--- src/rtl/multicycle_control_fsm_pkg.sv ---
// Shared types and encodings for the multi-cycle RV32I control unit:
// state enum, opcodes, datapath select encodings and the per-state control decode.
package riscv_ctrl_pkg;

   typedef enum logic [3:0] {
      S_FETCH, S_DECODE, S_MEMADR, S_MEMREAD, S_MEMWB, S_MEMWRITE,
      S_EXECR, S_EXECI, S_ALUWB, S_BRANCH, S_JAL, S_JALR, S_JALWB,
      S_LUI, S_AUIPC, S_ILLEGAL
   } state_t;

   localparam logic [6:0] OP_LW    = 7'b0000011;
   localparam logic [6:0] OP_SW    = 7'b0100011;
   localparam logic [6:0] OP_R     = 7'b0110011;
   localparam logic [6:0] OP_I     = 7'b0010011;
   localparam logic [6:0] OP_BR    = 7'b1100011;
   localparam logic [6:0] OP_JAL   = 7'b1101111;
   localparam logic [6:0] OP_JALR  = 7'b1100111;
   localparam logic [6:0] OP_LUI   = 7'b0110111;
   localparam logic [6:0] OP_AUIPC = 7'b0010111;

   localparam logic [1:0] RES_ALUOUT = 2'b00;
   localparam logic [1:0] RES_RDATA  = 2'b01;
   localparam logic [1:0] RES_ALURES = 2'b10;

   localparam logic [1:0] SRCA_PC    = 2'b00;
   localparam logic [1:0] SRCA_OLDPC = 2'b01;
   localparam logic [1:0] SRCA_RS1   = 2'b10;
   localparam logic [1:0] SRCA_ZERO  = 2'b11;

   localparam logic [1:0] SRCB_RS2  = 2'b00;
   localparam logic [1:0] SRCB_IMM  = 2'b01;
   localparam logic [1:0] SRCB_FOUR = 2'b10;

   localparam logic [1:0] ALU_ADD   = 2'b00;
   localparam logic [1:0] ALU_SUB   = 2'b01;
   localparam logic [1:0] ALU_FUNCT = 2'b10;

   localparam logic [2:0] IMM_I = 3'b000;
   localparam logic [2:0] IMM_S = 3'b001;
   localparam logic [2:0] IMM_B = 3'b010;
   localparam logic [2:0] IMM_J = 3'b011;
   localparam logic [2:0] IMM_U = 3'b100;

   typedef struct packed {
      logic       mem_req;
      logic       mem_write;
      logic       adr_src;
      logic       pc_write;
      logic       reg_write;
      logic       instret;
      logic       trap;
      logic [1:0] result_src;
      logic [1:0] alu_src_a;
      logic [1:0] alu_src_b;
      logic [1:0] alu_op;
   } ctl_t;

   // Unconditional Moore controls only; handshake- and branch-qualified
   // strobes are added at the top level.
   function automatic ctl_t state_ctl(input state_t s);
      ctl_t c;
      c = '0;
      case (s)
         S_FETCH:    begin c.mem_req = 1'b1; c.alu_src_b = SRCB_FOUR; c.result_src = RES_ALURES; end
         S_DECODE:   begin c.alu_src_a = SRCA_OLDPC; c.alu_src_b = SRCB_IMM; end
         S_MEMADR:   begin c.alu_src_a = SRCA_RS1; c.alu_src_b = SRCB_IMM; end
         S_MEMREAD:  begin c.mem_req = 1'b1; c.adr_src = 1'b1; end
         S_MEMWB:    begin c.result_src = RES_RDATA; c.reg_write = 1'b1; c.instret = 1'b1; end
         S_MEMWRITE: begin c.mem_req = 1'b1; c.mem_write = 1'b1; c.adr_src = 1'b1; end
         S_EXECR:    begin c.alu_src_a = SRCA_RS1; c.alu_src_b = SRCB_RS2; c.alu_op = ALU_FUNCT; end
         S_EXECI:    begin c.alu_src_a = SRCA_RS1; c.alu_src_b = SRCB_IMM; c.alu_op = ALU_FUNCT; end
         S_ALUWB:    begin c.result_src = RES_ALUOUT; c.reg_write = 1'b1; c.instret = 1'b1; end
         S_BRANCH:   begin c.alu_src_a = SRCA_RS1; c.alu_src_b = SRCB_RS2; c.alu_op = ALU_SUB; c.instret = 1'b1; end
         S_JAL:      begin c.alu_src_a = SRCA_OLDPC; c.alu_src_b = SRCB_FOUR; c.pc_write = 1'b1; end
         S_JALR:     begin c.alu_src_a = SRCA_RS1; c.alu_src_b = SRCB_IMM; c.result_src = RES_ALURES; c.pc_write = 1'b1; end
         S_JALWB:    begin c.alu_src_a = SRCA_OLDPC; c.alu_src_b = SRCB_FOUR; c.result_src = RES_ALURES;
                           c.reg_write = 1'b1; c.instret = 1'b1; end
         S_LUI:      begin c.alu_src_a = SRCA_ZERO; c.alu_src_b = SRCB_IMM; end
         S_AUIPC:    begin c.alu_src_a = SRCA_OLDPC; c.alu_src_b = SRCB_IMM; end
         S_ILLEGAL:  c.trap = 1'b1;
         default:    c = '0;
      endcase
      return c;
   endfunction

   function automatic logic [2:0] imm_sel(input logic [6:0] op);
      case (op)
         OP_SW:           return IMM_S;
         OP_BR:           return IMM_B;
         OP_JAL:          return IMM_J;
         OP_LUI, OP_AUIPC: return IMM_U;
         default:         return IMM_I;
      endcase
   endfunction

endpackage

--- src/rtl/multicycle_control_fsm_if.sv ---
// Memory access handshake between the control unit (master) and the memory port (slave).
interface multicycle_control_fsm_if;
   // mem_req is held, with adr_src and mem_write stable, until a cycle in which
   // mem_ready is 1; that cycle completes the access. mem_ready is ignored
   // whenever mem_req is 0.
   logic mem_req;
   logic mem_write;
   logic adr_src;
   logic mem_ready;

   modport master (output mem_req, output mem_write, output adr_src, input mem_ready);
   modport slave  (input mem_req, input mem_write, input adr_src, output mem_ready);
endinterface

--- src/rtl/multicycle_control_fsm_branch_cond.sv ---
// RV32I branch condition resolver; also flags funct3 codes this build does not support.
module branch_cond #(
   parameter bit BRANCH_FULL = 1'b1
) (
   input  logic [2:0] funct3,
   input  logic       zero,
   input  logic       lt,
   input  logic       ltu,
   output logic       taken,
   output logic       valid
);

   always_comb begin
      taken = 1'b0;
      valid = 1'b0;
      case (funct3)
         3'b000: begin taken = zero;  valid = 1'b1;        end
         3'b001: begin taken = !zero; valid = BRANCH_FULL; end
         3'b100: begin taken = lt;    valid = BRANCH_FULL; end
         3'b101: begin taken = !lt;   valid = BRANCH_FULL; end
         3'b110: begin taken = ltu;   valid = BRANCH_FULL; end
         3'b111: begin taken = !ltu;  valid = BRANCH_FULL; end
         default: begin taken = 1'b0; valid = 1'b0;        end
      endcase
   end

endmodule

--- src/rtl/multicycle_control_fsm.sv ---
// Multi-cycle RV32I control FSM: sequences fetch/decode/execute/memory/writeback,
// stalls on the memory handshake and traps on illegal opcodes.
module multicycle_control_fsm
   import riscv_ctrl_pkg::*;
#(
   parameter bit BRANCH_FULL   = 1'b1,
   parameter bit UTYPE_EN      = 1'b1,
   parameter bit MEM_HANDSHAKE = 1'b1
) (
   input  logic                      clk,
   input  logic                      reset,
   input  logic [6:0]                op,
   input  logic [2:0]                funct3,
   input  logic                      zero,
   input  logic                      lt,
   input  logic                      ltu,
   multicycle_control_fsm_if.master  mem,
   output logic                      ir_write,
   output logic                      pc_write,
   output logic                      reg_write,
   output logic [1:0]                result_src,
   output logic [1:0]                alu_src_a,
   output logic [1:0]                alu_src_b,
   output logic [1:0]                alu_op,
   output logic [2:0]                imm_src,
   output logic                      instret,
   output logic                      trap,
   output state_t                    state
);

   state_t state_q;
   state_t state_nxt;
   ctl_t   ctl_q;
   logic   ready;
   logic   br_taken;
   logic   br_valid;

   assign ready = MEM_HANDSHAKE ? mem.mem_ready : 1'b1;

   branch_cond #(.BRANCH_FULL(BRANCH_FULL)) u_branch_cond (
      .funct3 (funct3),
      .zero   (zero),
      .lt     (lt),
      .ltu    (ltu),
      .taken  (br_taken),
      .valid  (br_valid)
   );

   always_comb begin
      state_nxt = state_q;
      case (state_q)
         S_FETCH:    if (ready) state_nxt = S_DECODE;
         S_DECODE: begin
            case (op)
               OP_LW, OP_SW: state_nxt = S_MEMADR;
               OP_R:         state_nxt = S_EXECR;
               OP_I:         state_nxt = S_EXECI;
               OP_BR:        state_nxt = br_valid ? S_BRANCH : S_ILLEGAL;
               OP_JAL:       state_nxt = S_JAL;
               OP_JALR:      state_nxt = S_JALR;
               OP_LUI:       state_nxt = UTYPE_EN ? S_LUI : S_ILLEGAL;
               OP_AUIPC:     state_nxt = UTYPE_EN ? S_AUIPC : S_ILLEGAL;
               default:      state_nxt = S_ILLEGAL;
            endcase
         end
         S_MEMADR:   state_nxt = (op == OP_LW) ? S_MEMREAD : S_MEMWRITE;
         S_MEMREAD:  if (ready) state_nxt = S_MEMWB;
         S_MEMWRITE: if (ready) state_nxt = S_FETCH;
         S_MEMWB, S_ALUWB, S_BRANCH, S_JALWB: state_nxt = S_FETCH;
         S_EXECR, S_EXECI, S_JAL, S_LUI, S_AUIPC: state_nxt = S_ALUWB;
         S_JALR:     state_nxt = S_JALWB;
         S_ILLEGAL:  state_nxt = S_ILLEGAL;
         default:    state_nxt = S_FETCH;
      endcase
   end

   // Controls are registered from the next state so they change only on the edge.
   always_ff @(posedge clk) begin
      if (reset) begin
         state_q <= S_FETCH;
         ctl_q   <= state_ctl(S_FETCH);
      end else begin
         state_q <= state_nxt;
         ctl_q   <= state_ctl(state_nxt);
      end
   end

   assign mem.mem_req   = ctl_q.mem_req & ~reset;
   assign mem.mem_write = ctl_q.mem_write & ~reset;
   assign mem.adr_src   = ctl_q.adr_src;

   assign ir_write  = ~reset & (state_q == S_FETCH) & ready;
   assign pc_write  = ~reset & (ctl_q.pc_write
                                | ((state_q == S_FETCH) & ready)
                                | ((state_q == S_BRANCH) & br_taken));
   assign reg_write = ~reset & ctl_q.reg_write;
   assign instret   = ~reset & (ctl_q.instret | ((state_q == S_MEMWRITE) & ready));
   assign trap      = ~reset & ctl_q.trap;

   assign result_src = ctl_q.result_src;
   assign alu_src_a  = ctl_q.alu_src_a;
   assign alu_src_b  = ctl_q.alu_src_b;
   assign alu_op     = ctl_q.alu_op;
   assign imm_src    = imm_sel(op);
   assign state      = state_q;

endmodule

--- src/flat_wrapper.sv ---
// flat-port wrapper written by rule: the top's interface ports become plain ports
module multicycle_control_fsm_flat import riscv_ctrl_pkg::*;
#(
   parameter bit BRANCH_FULL   = 1'b1,
   parameter bit UTYPE_EN      = 1'b1,
   parameter bit MEM_HANDSHAKE = 1'b1
)
  (clk, reset, op, funct3, zero, lt, ltu, ir_write, pc_write, reg_write, result_src, alu_src_a, alu_src_b, alu_op, imm_src, instret, trap, state, mem_mem_req, mem_mem_write, mem_adr_src, mem_mem_ready);
  multicycle_control_fsm_if mem_i ();
  input  logic clk;
  input  logic reset;
  input  logic [6:0] op;
  input  logic [2:0] funct3;
  input  logic zero;
  input  logic lt;
  input  logic ltu;
  output logic ir_write;
  output logic pc_write;
  output logic reg_write;
  output logic [1:0] result_src;
  output logic [1:0] alu_src_a;
  output logic [1:0] alu_src_b;
  output logic [1:0] alu_op;
  output logic [2:0] imm_src;
  output logic instret;
  output logic trap;
  output state_t state;
  output wire logic [$bits(mem_i.mem_req)-1:0] mem_mem_req;
  output wire logic [$bits(mem_i.mem_write)-1:0] mem_mem_write;
  output wire logic [$bits(mem_i.adr_src)-1:0] mem_adr_src;
  input wire logic [$bits(mem_i.mem_ready)-1:0] mem_mem_ready;
  assign mem_mem_req = mem_i.mem_req;
  assign mem_mem_write = mem_i.mem_write;
  assign mem_adr_src = mem_i.adr_src;
  assign mem_i.mem_ready = mem_mem_ready;
  multicycle_control_fsm #(.BRANCH_FULL(BRANCH_FULL), .UTYPE_EN(UTYPE_EN), .MEM_HANDSHAKE(MEM_HANDSHAKE)) u_core (.clk(clk), .reset(reset), .op(op), .funct3(funct3), .zero(zero), .lt(lt), .ltu(ltu), .mem(mem_i), .ir_write(ir_write), .pc_write(pc_write), .reg_write(reg_write), .result_src(result_src), .alu_src_a(alu_src_a), .alu_src_b(alu_src_b), .alu_op(alu_op), .imm_src(imm_src), .instret(instret), .trap(trap), .state(state));
endmodule
--- config.mk ---
export PLATFORM = sky130hd
export DESIGN_NAME = multicycle_control_fsm_flat
export DESIGN_NICKNAME = d
export VERILOG_FILES = /design/src/rtl/multicycle_control_fsm_pkg.sv /design/src/rtl/multicycle_control_fsm_if.sv /design/src/rtl/multicycle_control_fsm_branch_cond.sv /design/src/rtl/multicycle_control_fsm.sv /design/src/flat_wrapper.sv
export SDC_FILE = /design/constraint.sdc
export NUM_CORES = 1
export LEC_CHECK = 0
export BUFFER_PORTS_ARGS = -buffer_cell sky130_fd_sc_hd__buf_4
export CORE_AREA = 5 5 54 56
export DETAILED_ROUTE_END_ITERATION = 8
export DIE_AREA = 0 0 59 61
export GPL_ROUTABILITY_DRIVEN = 0
export MAX_ROUTING_LAYER = met4
export PLACE_DENSITY = 0.81
export SKIP_CTS_REPAIR_TIMING = 1
export SLEW_MARGIN = 20
export SYNTH_ARGS = -nofsm -noshare
export SYNTH_HDL_FRONTEND = slang
export SYNTH_SLANG_ARGS = --single-unit
--- constraint.sdc ---
create_clock -name clk -period 4 [get_ports clk]
set_input_delay 1.2 -clock clk [delete_from_list [all_inputs] [get_ports clk]]
set_output_delay 1.2 -clock clk [all_outputs]
set_load 0.01 [all_outputs]
==> results of run 1 <==
[how the worst max path moves through the flow]
stage | from | end | slack (ns) | depth (start not counted)
2_1_floorplan | op[6] | imm_src[0] | 0.45 | 3
3_3_place_gp | op[2] | imm_src[0] | 0.51 | 4
3_5_place_dp | op[2] | imm_src[0] | 0.49 | 4
4_1_cts | op[2] | imm_src[0] | 0.48 | 4
5_1_grt | op[2] | imm_src[0] | 0.31 | 4
6_report | op[2] | imm_src[0] | 0.46 | 4
[cell families (layout without fill, tap and decap cells)]
kind of cell / Yosys count / after routing / synth area share (%)
xor+xnor: 5 / 5 / 3.60
mux: 2 / 2 / 1.65
flops: 19 / 19 / 31.3
buf+inv: 22 / 47 / 10.8
compound gates: 31 / 31 / 17.7
fa+ha+maj: 1 / 1 / 0.926
simple gates: 72 / 72 / 34.1
[sequential cells by signal, indices dropped and copies added (netlist names)]
register / flops
u_core.alu_op: 2
u_core.alu_src_a: 2
u_core.alu_src_b: 2
u_core.ctl_q: 6
u_core.mem.adr_src: 1
u_core.result_src: 2
u_core.state: 4
[cells in the final DEF, fill, tap and decap left out, types with 3 or more instances in the layout]
cell type | netlist | routed
buf_4 | 8 | 38
nand3_1 | 7 | 7
nor2_1 | 16 | 16
nand3b_1 | 4 | 4
and3_1 | 3 | 3
o21ai_0 | 7 | 7
nor3_1 | 7 | 7
clkbuf_4 | 0 | 3
xor2_1 | 3 | 3
nand3_2 | 3 | 3
inv_1 | 4 | 4
nor2b_1 | 7 | 7
a31oi_1 | 4 | 4
a21oi_1 | 6 | 6
dfxtp_1 | 19 | 19
nand2_1 | 11 | 11
[final cells by class]
type | instances | area [um^2] | share of cell area (%)
Sequential cell | 19 | 380 | 26.2
Timing Repair Buffer | 38 | 285 | 19.6
Multi-Input combinational cell | 111 | 704 | 48.5
Inverter | 5 | 18.8 | 1.29
Tap cell | 30 | 37.5 | 2.58
Clock inverter | 1 | 5.00 | 0.344
Clock buffer | 3 | 22.5 | 1.55
[stage by stage]
stage          cells  hold WS, ns  cell area (um^2)  utilization [%]  setup slack (ns)
2_1_floorplan    152        0.782              1220                -             0.449
3_3_place_gp     203        0.720              1430             59.7             0.515
3_5_place_dp     203        0.733              1430             59.7             0.489
4_1_cts          207        0.757              1450             60.9             0.484
5_1_grt          207        0.856              1450             60.9             0.311
6_report         207        0.759              1450             60.9             0.464
[worst max-delay path, cell delays in order]
cell       delay (ns)
buf_4            0.14
or3_4            0.40
a2111oi_0        0.40
buf_4            0.20
[power groups by stage]
stage	Sequential, mW	Clock (mW)	Combinational, mW
after floorplan	0.262	0	0.323
after global placement	0.268	0	0.388
after detailed placement	0.271	0	0.396
after CTS	0.267	0.0984	0.399
after global routing	0.273	0.106	0.444
final	0.267	0.0939	0.398
[routing by layer]
| metal | share of wire (%) | GRT usage, % | routed length [um] |
|---|---|---|---|
| met5 | 0 | - | 0 |
| met4 | 1.2 | 3.88 | 34 |
| met3 | 7.2 | 4.04 | 200 |
| met2 | 49 | 29.0 | 1360 |
| met1 | 43 | 21.5 | 1200 |
==> qor.yml, run 1 <==
status: "finished clean"
synth_fp_nets: 168
grt_overflow: 0
timing.fmax_mhz: 283
fillCellCount: 231
postSynthAreaPerCell_um2: 8.00
chipWidth_um: 59
wirelength_um: 2790
cts_buffer_depth: 2
cts_root_buf: "clkbuf_4"
h-tree-depth: 1
grt_max_degree: 22
reg2reg_depth: 6
clk_latency_ns: 0.30
synth.distinct_cells: 46
core-area_mm2: 0.00239
cts_inserted_buffers: 3
synth_ff_type: "dfxtp_1"
antenna_found_initial: 0
p_sw_share_pct: 40.9
min_to: "u_core.alu_src_b[1]"
crit_fanout: 7
period_minus_slack_ns: 3.54
arrival_ns: 2.34
ys_seq_elements: 19
die-area_mm2: 0.00360
synth_area_mm2: 0.00122
synthToLayoutAreaGrowth_pct: 19.5
dp_hpwl_um: 2110
p_total_mw: 0.758
power_frac_comb_pct: 52.5
num-nets-final: 194
synthCells: 152
p_leak_nw: 0.643
drc: 0
synth_top_cell_by_area: "dfxtp_1"
grt_setup_unrepaired: "no"
hold_violations: 0
yosysMostFrequentCell: "dfxtp_1"
synth_top_cell_area_share_pct: 31.3
p_int_mw: 0.448
cp-end-kind: "output pin"
wire_per_inst_um: 13.5
tns_ns: 0
setup_viol: 0
hold_path.class: "reg -> reg"
max_cap_violations: 0
max-slew-margin-rel_pct: 28.9
grt_first_pass_wirelength_um: 4740
drt_first_pass_iters: 4
crit_type: "in -> out"
synth_commonest_cells: "dfxtp_1, nor2_1, nand2_1"
period_share_pct: 88.4
drive_gt1_share_pct: 30.5
slew_viol_final: 0
ff2ff_setup_slack_ns: 1.67
worstPathRequired_ns: 2.80
viasPerCell: 5.69
synth_warnings: 0
num_vias: 1177
grt_pass1_vias: 1094
power.density_mw_per_mm2: 522
worst_clock_skew_ns: 0.00429
port-buffer-count: 38
dieHeight_um: 61
n_antenna_cell: 0
clkSlewWorstSetupHoldPaths_ns: 0.10
ir_worst_vdd_mv: 0.353
clockPowerShare_pct: 12.4
holdPathStages: 3
synth.area.top_cells: "dfxtp_1, buf_4, nor2_1"
drtIter0Drc: 22
hp-start: "u_core.state[2]"
initial_core_util_pct: 50.9
seq_area_frac_synth_pct: 31.3
seq_power_share_pct: 35.2
r2r_end: "u_core.alu_src_b[0]"
track_usage_pct: 17.4
clkSinkCount: 19
cts_tree: "yes"
r2r-start: "u_core.state[2]"
startpoint_type: "input port"
worst_slew_pin_slew_ns: 1.06
switchingPower_mw: 0.310
async_flop_share_pct: 0
io_pins: 39
synth_edf_count: 0
drtAntennaViolNets: 0
rows: 18
Power figures use the tool's default switching activity.
==> run 2, diff against run 1 <==
Settings changed: CORE_AREA 5 5 54 56 to 5 5 55 57, DIE_AREA 0 0 59 61 to 0 0 60 62, PLACE_DENSITY 0.81 to 0.8, SYNTH_HIERARCHICAL from default to 1.
==> run 2 against run 1 <==
Net effect: sequential cell count stayed put; cell count is 6.8% higher; first-iteration DRC count is 150% higher; non-clock buffer count is 2 higher; synthesized area is 3.7% higher; critical path type unchanged; highest routed layer unchanged.
==> qor.yml, run 2 <==
status: "finished clean"
synth_area_mm2: 0.00126
max-slew-margin-rel_pct: 65.5
ir_worst_vdd_mv: 0.491
dieHeight_um: 62
period_share_pct: 84.4
drc: 0
wire_per_inst_um: 14.4
antenna_found_initial: 0
crit_cells: 7
holdPathStages: 2
num_vias: 1291
cp_top_family: "compound AO/OA/AOI/OAI gates"
cts_tree: "yes"
clk_latency_ns: 0.30
drtAntennaViolNets: 0
synth_compound_area_share_pct: 22.2
grt_first_pass_wirelength_um: 5460
clkSlewWorstSetupHoldPaths_ns: 0.10
cts_root_buf: "clkbuf_4"
use_met1_pct: 24.9
synth_fp_nets: 180
grt_util_met3_pct: 4.55
wirelength_um: 3180
synth_fa_ha_area_share_pct: 0
viasPerCell: 5.84
synth_xor_area_share_pct: 2.78
synth.area.top_cells: "dfxtp_1, buf_4, nand2_1"
slew_viol_final: 0
grt_setup_unrepaired: "no"
path_buf_inv: 2
busiest_layer: "met2"
grt_use_met2_pct: 30.4
reg2reg_depth: 7
period_minus_slack_ns: 3.37
port-buffer-count: 38
tns_ns: 0
muxShareOfSynthArea_pct: 0.794
grt_pass1_vias: 1222
synth-simple-area-share_pct: 34.9
synth.distinct_cells: 48
synth_top_family_by_area: "simple AND/OR/NAND/NOR gates"
synth_ff_type: "dfxtp_1"
ff_latch_area_um2: 380
dp_hpwl_um: 2410
fillCellCount: 217
synth_top_cell_area_share_pct: 30.2
synthToLayoutAreaGrowth_pct: 20.6
drive_gt1_share_pct: 26.2
crit_fanout: 3
multiInputGateArea_um2: 766
critPathSlowestCell: "xor2_1"
cts_buffer_depth: 2
final_cell_mix: "buf_4, dfxtp_1, nand2_1, nor2_1, o21ai_0"
seq_area_frac_synth_pct: 30.2
die-area_mm2: 0.00372
grt_max_degree: 20
synth_commonest_cells: "dfxtp_1, nand2_1, nor2_1"
largest_register_ffs: 6
cp_cell_sequence: "buf_4, xor2_1, mux2i_1, o21ai_1, a41oi_1, a21oi_1, buf_4"
initial_core_util_pct: 51.9
io_pins: 39
drt_first_pass_iters: 5
cts_inserted_buffers: 3
rows: 18
worst_slew_pin_slew_ns: 0.515
fin_ws_ns: 0.625
h-tree-depth: 1
cp_common_cell: "buf_4"
num-nets-final: 208
power.density_mw_per_mm2: 664
place_ws_ns: 0.649
ys_seq_elements: 19
grt_overflow: 0
startpoint_type: "input port"
timing.fmax_mhz: 296
async_flop_share_pct: 0
top_register: "u_core/ctl_q"
arrival_ns: 2.17
worst_clock_skew_ns: 0.00543
n_antenna_cell: 0
track_usage_pct: 19.7
hold_path.class: "reg -> reg"
cp-end-kind: "output pin"
hold_violations: 0
synth_warnings: 6
synth_top_cell_by_area: "dfxtp_1"
crit_path_max_incr_delay_ns: 0.18
setup_viol: 0
p_leak_nw: 0.637
crit_type: "in -> out"
core-area_mm2: 0.00243
chipWidth_um: 60
synth_edf_count: 0
yosysMostFrequentCell: "dfxtp_1"
drtIter0Drc: 54
max_cap_violations: 0
final_common_cell: "buf_4"
clkSinkCount: 19
postSynthAreaPerCell_um2: 7.69
synthCells: 164
worstPathRequired_ns: 2.80
## run 2: cell count changes after synthesis, moves of 3 or more
cell	delta
a211oi_1	+3
nand2_1	+4
o21ai_0	+4
nand3_2	-3
nor4_1	+3
a31oi_1	-3
nand2b_1	+4
## run 2: report_power, final
part	leakage [nW]	switching (mW)	internal [mW]
combinational	0.466	0.345	0.265
clock	0.0150	0.0578	0.0389
sequential	0.156	0.0564	0.247
## run 2: final timing paths
kind	from	to	slack (ns)
min reg2reg	u_core/state[0]	u_core/ctl_q[8]	0.91
min	u_core/state[0]	u_core/ctl_q[8]	0.91
max reg2reg	u_core/state[2]	u_core/alu_src_b[0]	1.80
max	funct3[0]	pc_write	0.63
## run 2: final cells by class
cell class	count	share of cell area [%]
Clock buffer	4	1.73
Inverter	3	0.740
Multi-Input combinational cell	125	50.3
Sequential cell	19	25.0
Tap cell	30	2.47
Timing Repair Buffer	40	19.7
## run 2: tightest hold or removal path: cells and delay by family (launching register included)
kind	cells	cell delay, ns
AOI/OAI and AO/OA	1	0.33
DFF	1	0.44
and+or+nand+nor	1	0.08
## run 2: logic make-up (layout without fill, tap and decap cells)
kind of cell | Yosys count | after routing
simple gates | 79 | 79
xor+xnor | 4 | 4
flops | 19 | 19
mux | 1 | 1
compound gates | 41 | 41
buf+inv | 20 | 47
## run 2: metal layers
layer  routed length (um)  part of all wire (%)  vias up
li1                     -                     -      640
met1                 1380                    43      595
met2                 1540                    48       47
met3                  206                   6.5        9
met4                   54                   1.7        0
met5                    0                     0        -
## run 2: per-stage QoR
| step | hold WS (ns) | std cells | cell area, um^2 | total power, mW | utilization (%) |
|---|---|---|---|---|---|
| floorplan | 0.877 | 164 | 1260 | 0.741 | - |
| CTS | 0.875 | 221 | 1520 | 1.01 | 62.6 |
| global route | 0.995 | 221 | 1520 | 1.10 | 62.6 |
| finish | 0.908 | 221 | 1520 | 1.01 | 62.6 |
| detailed placement | 0.855 | 217 | 1500 | 0.905 | 61.5 |
| global placement | 0.878 | 217 | 1500 | 0.888 | 61.5 |
